[config.mk]
export PLATFORM = sky130hd
export DESIGN_NAME = riscv_str_arb
export DESIGN_NICKNAME = d
export VERILOG_FILES = /design/src/rtl/riscv_str_arb.sv
export SDC_FILE = /design/constraint.sdc
export NUM_CORES = 1
export LEC_CHECK = 0
export BUFFER_PORTS_ARGS = -buffer_cell sky130_fd_sc_hd__buf_4
export CORE_MARGIN = 2
export CORE_UTILIZATION = 47
export DETAILED_ROUTE_END_ITERATION = 10
export HOLD_SLACK_MARGIN = 0.02
export PLACE_DENSITY = 0.81
export REMOVE_ABC_BUFFERS = 1
export SLEW_MARGIN = 40
export SYNTH_ARGS = -nofsm -noshare
export SYNTH_HDL_FRONTEND = slang
export SYNTH_SLANG_ARGS = --single-unit
[constraint.sdc]
create_clock -name clk -period 2.6 [get_ports clk]
set_input_delay 0.78 -clock clk [delete_from_list [all_inputs] [get_ports clk]]
set_output_delay 0.78 -clock clk [all_outputs]
set_load 0.1 [all_outputs]
[src/rtl/riscv_str_arb.sv]
// Two-requester round-robin arbiter in front of a shared string unit.
// One request is in flight at a time: it is granted in IDLE, issued to the
// unit, optionally waited on (LEET), and answered through the owner's
// response channel.

package riscv_defines;

  localparam int unsigned STR_OP_WIDTH = 3;

  localparam logic [STR_OP_WIDTH-1:0] STR_OP_UPPER = 3'd1;
  localparam logic [STR_OP_WIDTH-1:0] STR_OP_LOWER = 3'd2;
  localparam logic [STR_OP_WIDTH-1:0] STR_OP_ROT13 = 3'd3;
  localparam logic [STR_OP_WIDTH-1:0] STR_OP_LEET  = 3'd4;

endpackage

module riscv_str_arb
  import riscv_defines::*;
#(
  parameter int unsigned LEET_TIMEOUT = 16
) (
  input  logic                    clk,
  input  logic                    rst_n,

  input  logic                    req0_valid_i,
  input  logic [STR_OP_WIDTH-1:0] req0_op_i,
  input  logic [31:0]             req0_operand_i,
  output logic                    req0_ready_o,
  output logic                    rsp0_valid_o,
  output logic [31:0]             rsp0_result_o,
  output logic                    rsp0_err_o,
  input  logic                    rsp0_ready_i,

  input  logic                    req1_valid_i,
  input  logic [STR_OP_WIDTH-1:0] req1_op_i,
  input  logic [31:0]             req1_operand_i,
  output logic                    req1_ready_o,
  output logic                    rsp1_valid_o,
  output logic [31:0]             rsp1_result_o,
  output logic                    rsp1_err_o,
  input  logic                    rsp1_ready_i,

  output logic                    str_enable_o,
  output logic [STR_OP_WIDTH-1:0] str_operator_o,
  output logic [31:0]             str_operand_o,
  input  logic [31:0]             str_result_i,
  input  logic                    str_ready_i,
  output logic                    str_ex_ready_o,
  output logic                    busy_o
);

  localparam logic [31:0] ErrorResult = 32'hDEADBEEF;
  localparam logic [7:0]  WaitLast    = 8'(LEET_TIMEOUT - 1);

  typedef enum logic [1:0] {
    IDLE,
    ISSUE,
    WAIT,
    RESP
  } state_e;

  state_e                  state_q, state_d;
  logic                    prio_q, prio_d;      // 1: req1 wins a tie
  logic                    owner_q, owner_d;
  logic [STR_OP_WIDTH-1:0] op_q, op_d;
  logic [31:0]             operand_q, operand_d;
  logic [31:0]             result_q, result_d;
  logic                    err_q, err_d;
  logic [7:0]              waitCnt_q, waitCnt_d;

  logic                    idleActive;
  logic                    grant0;
  logic                    grant1;
  logic [STR_OP_WIDTH-1:0] grantOp;
  logic [31:0]             grantOperand;
  logic                    rspTaken;
  logic                    strEnable;
  logic                    exReady;
  logic                    inResp;

  function automatic logic isKnownOp(input logic [STR_OP_WIDTH-1:0] op);
    return (op == STR_OP_UPPER) || (op == STR_OP_LOWER) ||
           (op == STR_OP_ROT13) || (op == STR_OP_LEET);
  endfunction

  // Grants are only possible in IDLE; rst_n gates them so that a valid
  // request held during reset never sees its ready asserted.
  assign idleActive   = (state_q == IDLE) && rst_n;
  assign grant0       = idleActive && req0_valid_i && (!req1_valid_i || !prio_q);
  assign grant1       = idleActive && req1_valid_i && (!req0_valid_i ||  prio_q);
  assign grantOp      = grant1 ? req1_op_i      : req0_op_i;
  assign grantOperand = grant1 ? req1_operand_i : req0_operand_i;
  assign rspTaken     = owner_q ? rsp1_ready_i : rsp0_ready_i;

  // Next-state logic: sequences one request from grant to response.
  always_comb begin
    state_d   = state_q;
    prio_d    = prio_q;
    owner_d   = owner_q;
    op_d      = op_q;
    operand_d = operand_q;
    result_d  = result_q;
    err_d     = err_q;
    waitCnt_d = waitCnt_q;
    strEnable = 1'b0;
    exReady   = 1'b0;

    unique case (state_q)
      IDLE: begin
        if (grant0 || grant1) begin
          owner_d   = grant1;
          prio_d    = !grant1;
          op_d      = grantOp;
          operand_d = grantOperand;
          if (isKnownOp(grantOp)) begin
            state_d = ISSUE;
          end else begin
            result_d = ErrorResult;
            err_d    = 1'b1;
            state_d  = RESP;
          end
        end
      end

      ISSUE: begin
        strEnable = 1'b1;
        if (op_q == STR_OP_LEET) begin
          waitCnt_d = 8'd0;
          state_d   = WAIT;
        end else begin
          result_d = str_result_i;
          err_d    = 1'b0;
          state_d  = RESP;
        end
      end

      WAIT: begin
        strEnable = 1'b1;
        if (str_ready_i) begin
          result_d = str_result_i;
          err_d    = 1'b0;
          exReady  = 1'b1;
          state_d  = RESP;
        end else if (waitCnt_q == WaitLast) begin
          result_d = ErrorResult;
          err_d    = 1'b1;
          exReady  = 1'b1;
          state_d  = RESP;
        end else begin
          waitCnt_d = waitCnt_q + 8'd1;
        end
      end

      RESP: begin
        if (rspTaken) begin
          state_d = IDLE;
        end
      end

      default: begin
        state_d = IDLE;
      end
    endcase
  end

  // State and transaction registers; reset clears everything, even mid-WAIT.
  always_ff @(posedge clk or negedge rst_n) begin
    if (!rst_n) begin
      state_q   <= IDLE;
      prio_q    <= 1'b0;
      owner_q   <= 1'b0;
      op_q      <= '0;
      operand_q <= '0;
      result_q  <= '0;
      err_q     <= 1'b0;
      waitCnt_q <= '0;
    end else begin
      state_q   <= state_d;
      prio_q    <= prio_d;
      owner_q   <= owner_d;
      op_q      <= op_d;
      operand_q <= operand_d;
      result_q  <= result_d;
      err_q     <= err_d;
      waitCnt_q <= waitCnt_d;
    end
  end

  assign inResp = (state_q == RESP);

  assign req0_ready_o   = grant0;
  assign req1_ready_o   = grant1;

  // The unit bus is zeroed whenever the unit is not enabled.
  assign str_enable_o   = strEnable;
  assign str_operator_o = strEnable ? op_q      : '0;
  assign str_operand_o  = strEnable ? operand_q : '0;
  assign str_ex_ready_o = exReady;
  assign busy_o         = (state_q != IDLE);

  // Only the owner's response channel carries data; the other stays at zero.
  assign rsp0_valid_o   = inResp && !owner_q;
  assign rsp0_result_o  = rsp0_valid_o ? result_q : '0;
  assign rsp0_err_o     = rsp0_valid_o && err_q;

  assign rsp1_valid_o   = inResp && owner_q;
  assign rsp1_result_o  = rsp1_valid_o ? result_q : '0;
  assign rsp1_err_o     = rsp1_valid_o && err_q;

endmodule

==> metrics.md <==
| Metric | Value |
|---|---|
| CTS buffer count | 9 |
| GR Overflow Total | 0 |
| Antenna violations before repair | 0 |
| EDFF count, synth | 0 |
| P&R area growth vs syn | 57.9% |
| Max-cap viol count | 0 |
| FF+latch count, synth | 80 |
| DRC viols | 0 |
| Row cnt | 35 |
| Vias in the first global route | around 4300 |
| CP Class | reg2out |
| Sequential area share after synthesis | between 40% and 50% |
| Yosys top cell by area | dfrtp_1 |
| CP required | between 1500 and 2000 ps |
| Most common cell after layout, fill and taps aside | buf_4 |
| TritonCTS clock tree | built |
| Vias | approximately 4300 |
| Fin crit share | between 90% and 100% |
| Cells after synthesis | 470 |
| Fill count | 631 |
| CP endpoint kind | primary output |
| Hold Path Class | in2async |
| Post-synthesis cell type count | 40 |
| Fin. max-slew vios | 0 |
| Max FO, Critical Path | 10 |
| Final Cell Area | between 7000 and 8000 µm² |
| Ant. Diodes | 0 |
| Share of cells above drive strength 1 | 40.3% |
| Slew @ Worst Pin | about 650 ps |
| Setup-failing EPs final | 0 |
| Final wirelength | approximately 14000 µm |
| Synth Warn # | 0 |
| IO buf count | approximately 220 |
| Avg Cell Area, Syn | ~9.6 µm² |
| Final Hold Viols | 0 |
| DIE AREA | between 10000 and 15000 µm² |
| Top cell type's share of synthesized area | ~44% |
| Max Clock Freq | between 300 and 400 MHz |
| I/O pins | ~220 |
| Status | completed |
| Worst-Skew Late Latency | 350 ps |
| Vias/cell | 5.31 |
| Routed len/inst | 17.1 µm |
| Commonest cells after routing, fill and taps aside | 157 x buf_4, 79 x dfrtp_1, 69 x inv_1 |
| Final Util | around three quarters |
| GP Congestion | 0.813 |
| Core Area | around 9300 µm² |
| Slew HR | between 50% and 60% |
| Initial core utilization | approximately 50% |
| Syn Std Cell Area | 4510 µm² |
| Setup bufs post-CTS | 0 |
| Crit path DAT | 1790 ps |
| Largest net degree at the start of global routing | 50 |
| GRT Total Usage | 25.8% |
| Clock buffer depth | 2 |
| Nets | around 790 |
| Hpwl dp | ~9700 µm |
| CTS H-tree lvls | 3 |
| Starting DRC count in detailed routing | roughly 300 |
| Largest cells by area after synthesis | dfrtp_1 44%, and2_1 9.6%, mux2i_1 8.4% |
| Worst-path clk slew | 80 ps |
| CP Launch Type | flop |
| Post-synth ARST share | 100% |
| Final Skew | 11.5 ps |
| Die height | just over 100 µm |
| ANT nets after route | 0 |
| RSZ-0062 raised after global routing | true |
| Placed cell areas | about 6300 µm² |
| Final worst path period need | roughly 2600 ps |
| CTS root buffer | clkbuf_8 |
| First-pass GRT wire length | between 20000 and 25000 µm |
| Most used DFF post-synth | dfrtp_1 |
| Initial DRT Pass Iterations | 7 |
| Die width | around 100 µm |
| Clock Sinks | 80 |
[per-layer routing]
layer	GRT usage (%)	share of wire, %	vias up
met5	0	0	-
met4	8.62	1.2	0
met3	8.28	9.5	13
met2	43.6	52	210
met1	31.5	38	2070
li1	-	-	2011
[registers in the layout, indices dropped and copies added, names as in the netlist]
register,cells
owner_q,1
result_q,32
err_q,1
state_q,2
operand_q,32
waitCnt_q,8
op_q,3
prio_q,1
[Yosys cell counts (2+ instances only)]
cell and number:
dfrtp_1 80, inv_1 70, and2_1 69, mux2i_1 38, and3_1 34, a222oi_1 32, a21oi_1 29, clkbuf_1 29
nand2_1 19, nor2_1 10, o21ai_0 8, ha_1 6, xor2_1 5, nand3_1 4, buf_12 3, o211ai_1 3
xnor2_1 3, a21o_1 2, buf_1 2, buf_2 2, nand2b_1 2, nor2b_1 2
[timing repair]
item / in CTS / in global routing
gates resized for setup: 84 / 76
setup endpoints to repair: 70 / 103
hold endpoints to repair: 0 / 0
hold buffers: 0 / 0
pin swaps: 0 / 1
gates cloned: 0 / 1
[worst paths after layout]
check | startpoint | to | slack (ps) | cells after the start
hold reg to reg | operand_q[13]$_DFFE_PN0P_ | operand_q[13]$_DFFE_PN0P_ | 500 | 2
hold / removal | rst_n | op_q[1]$_DFFE_PN0P_ | 380 | 2
min in group clk | operand_q[13]$_DFFE_PN0P_ | operand_q[13]$_DFFE_PN0P_ | 500 | 2
max in group asynchronous | rst_n | state_q[1]$_DFFE_PN0P_ | 1570 | 2
setup reg to reg | state_q[1]$_DFFE_PN0P_ | result_q[19]$_DFFE_PN0P_ | 430 | 9
setup / recovery | state_q[1]$_DFFE_PN0P_ | rsp0_result_o[25] | 30 | 5
[critical path, stage by stage, from the launching register on]
cell	delay (ps)
dfrtp_2	420
ha_2	220
nor2b_4	220
buf_6	170
and2_1	170
buf_6	230
[kinds of logic after synthesis]
kind of cell / share of synthesized area [%]
simple gates: 19.4
buf+inv: 10.2
compound gates: 14.0
flops: 44.4
mux: 8.69
xor+xnor: 1.55
fa+ha+maj: 1.67
[cell type report]
| type | count | area, µm² | area share [%] |
|---|---|---|---|
| tap | 129 | 161 | 2.27 |
| clock inverter | 5 | 81.3 | 1.14 |
| timing repair buffer | 234 | 2340 | 32.8 |
| clock buffer | 10 | 138 | 1.93 |
| multi-input combinational | 283 | 2130 | 30.0 |
| sequential | 80 | 2000 | 28.1 |
| inverter | 70 | 263 | 3.69 |
[through the flow]
stage	hold slack (ps)	std cells	setup slack (ps)	TNS, ps
2_1_floorplan	452	433	-3200	-273570
3_3_place_gp	463	795	297	0
3_5_place_dp	472	795	225	0
4_1_cts	369	810	-24.7	-34.9
5_1_grt	373	811	-49.5	-458
6_report	378	811	31.2	0
Power is left out: the tool's default activity adds up to more than one toggle a clock period on the data nets, which glitch-free logic cannot reach.
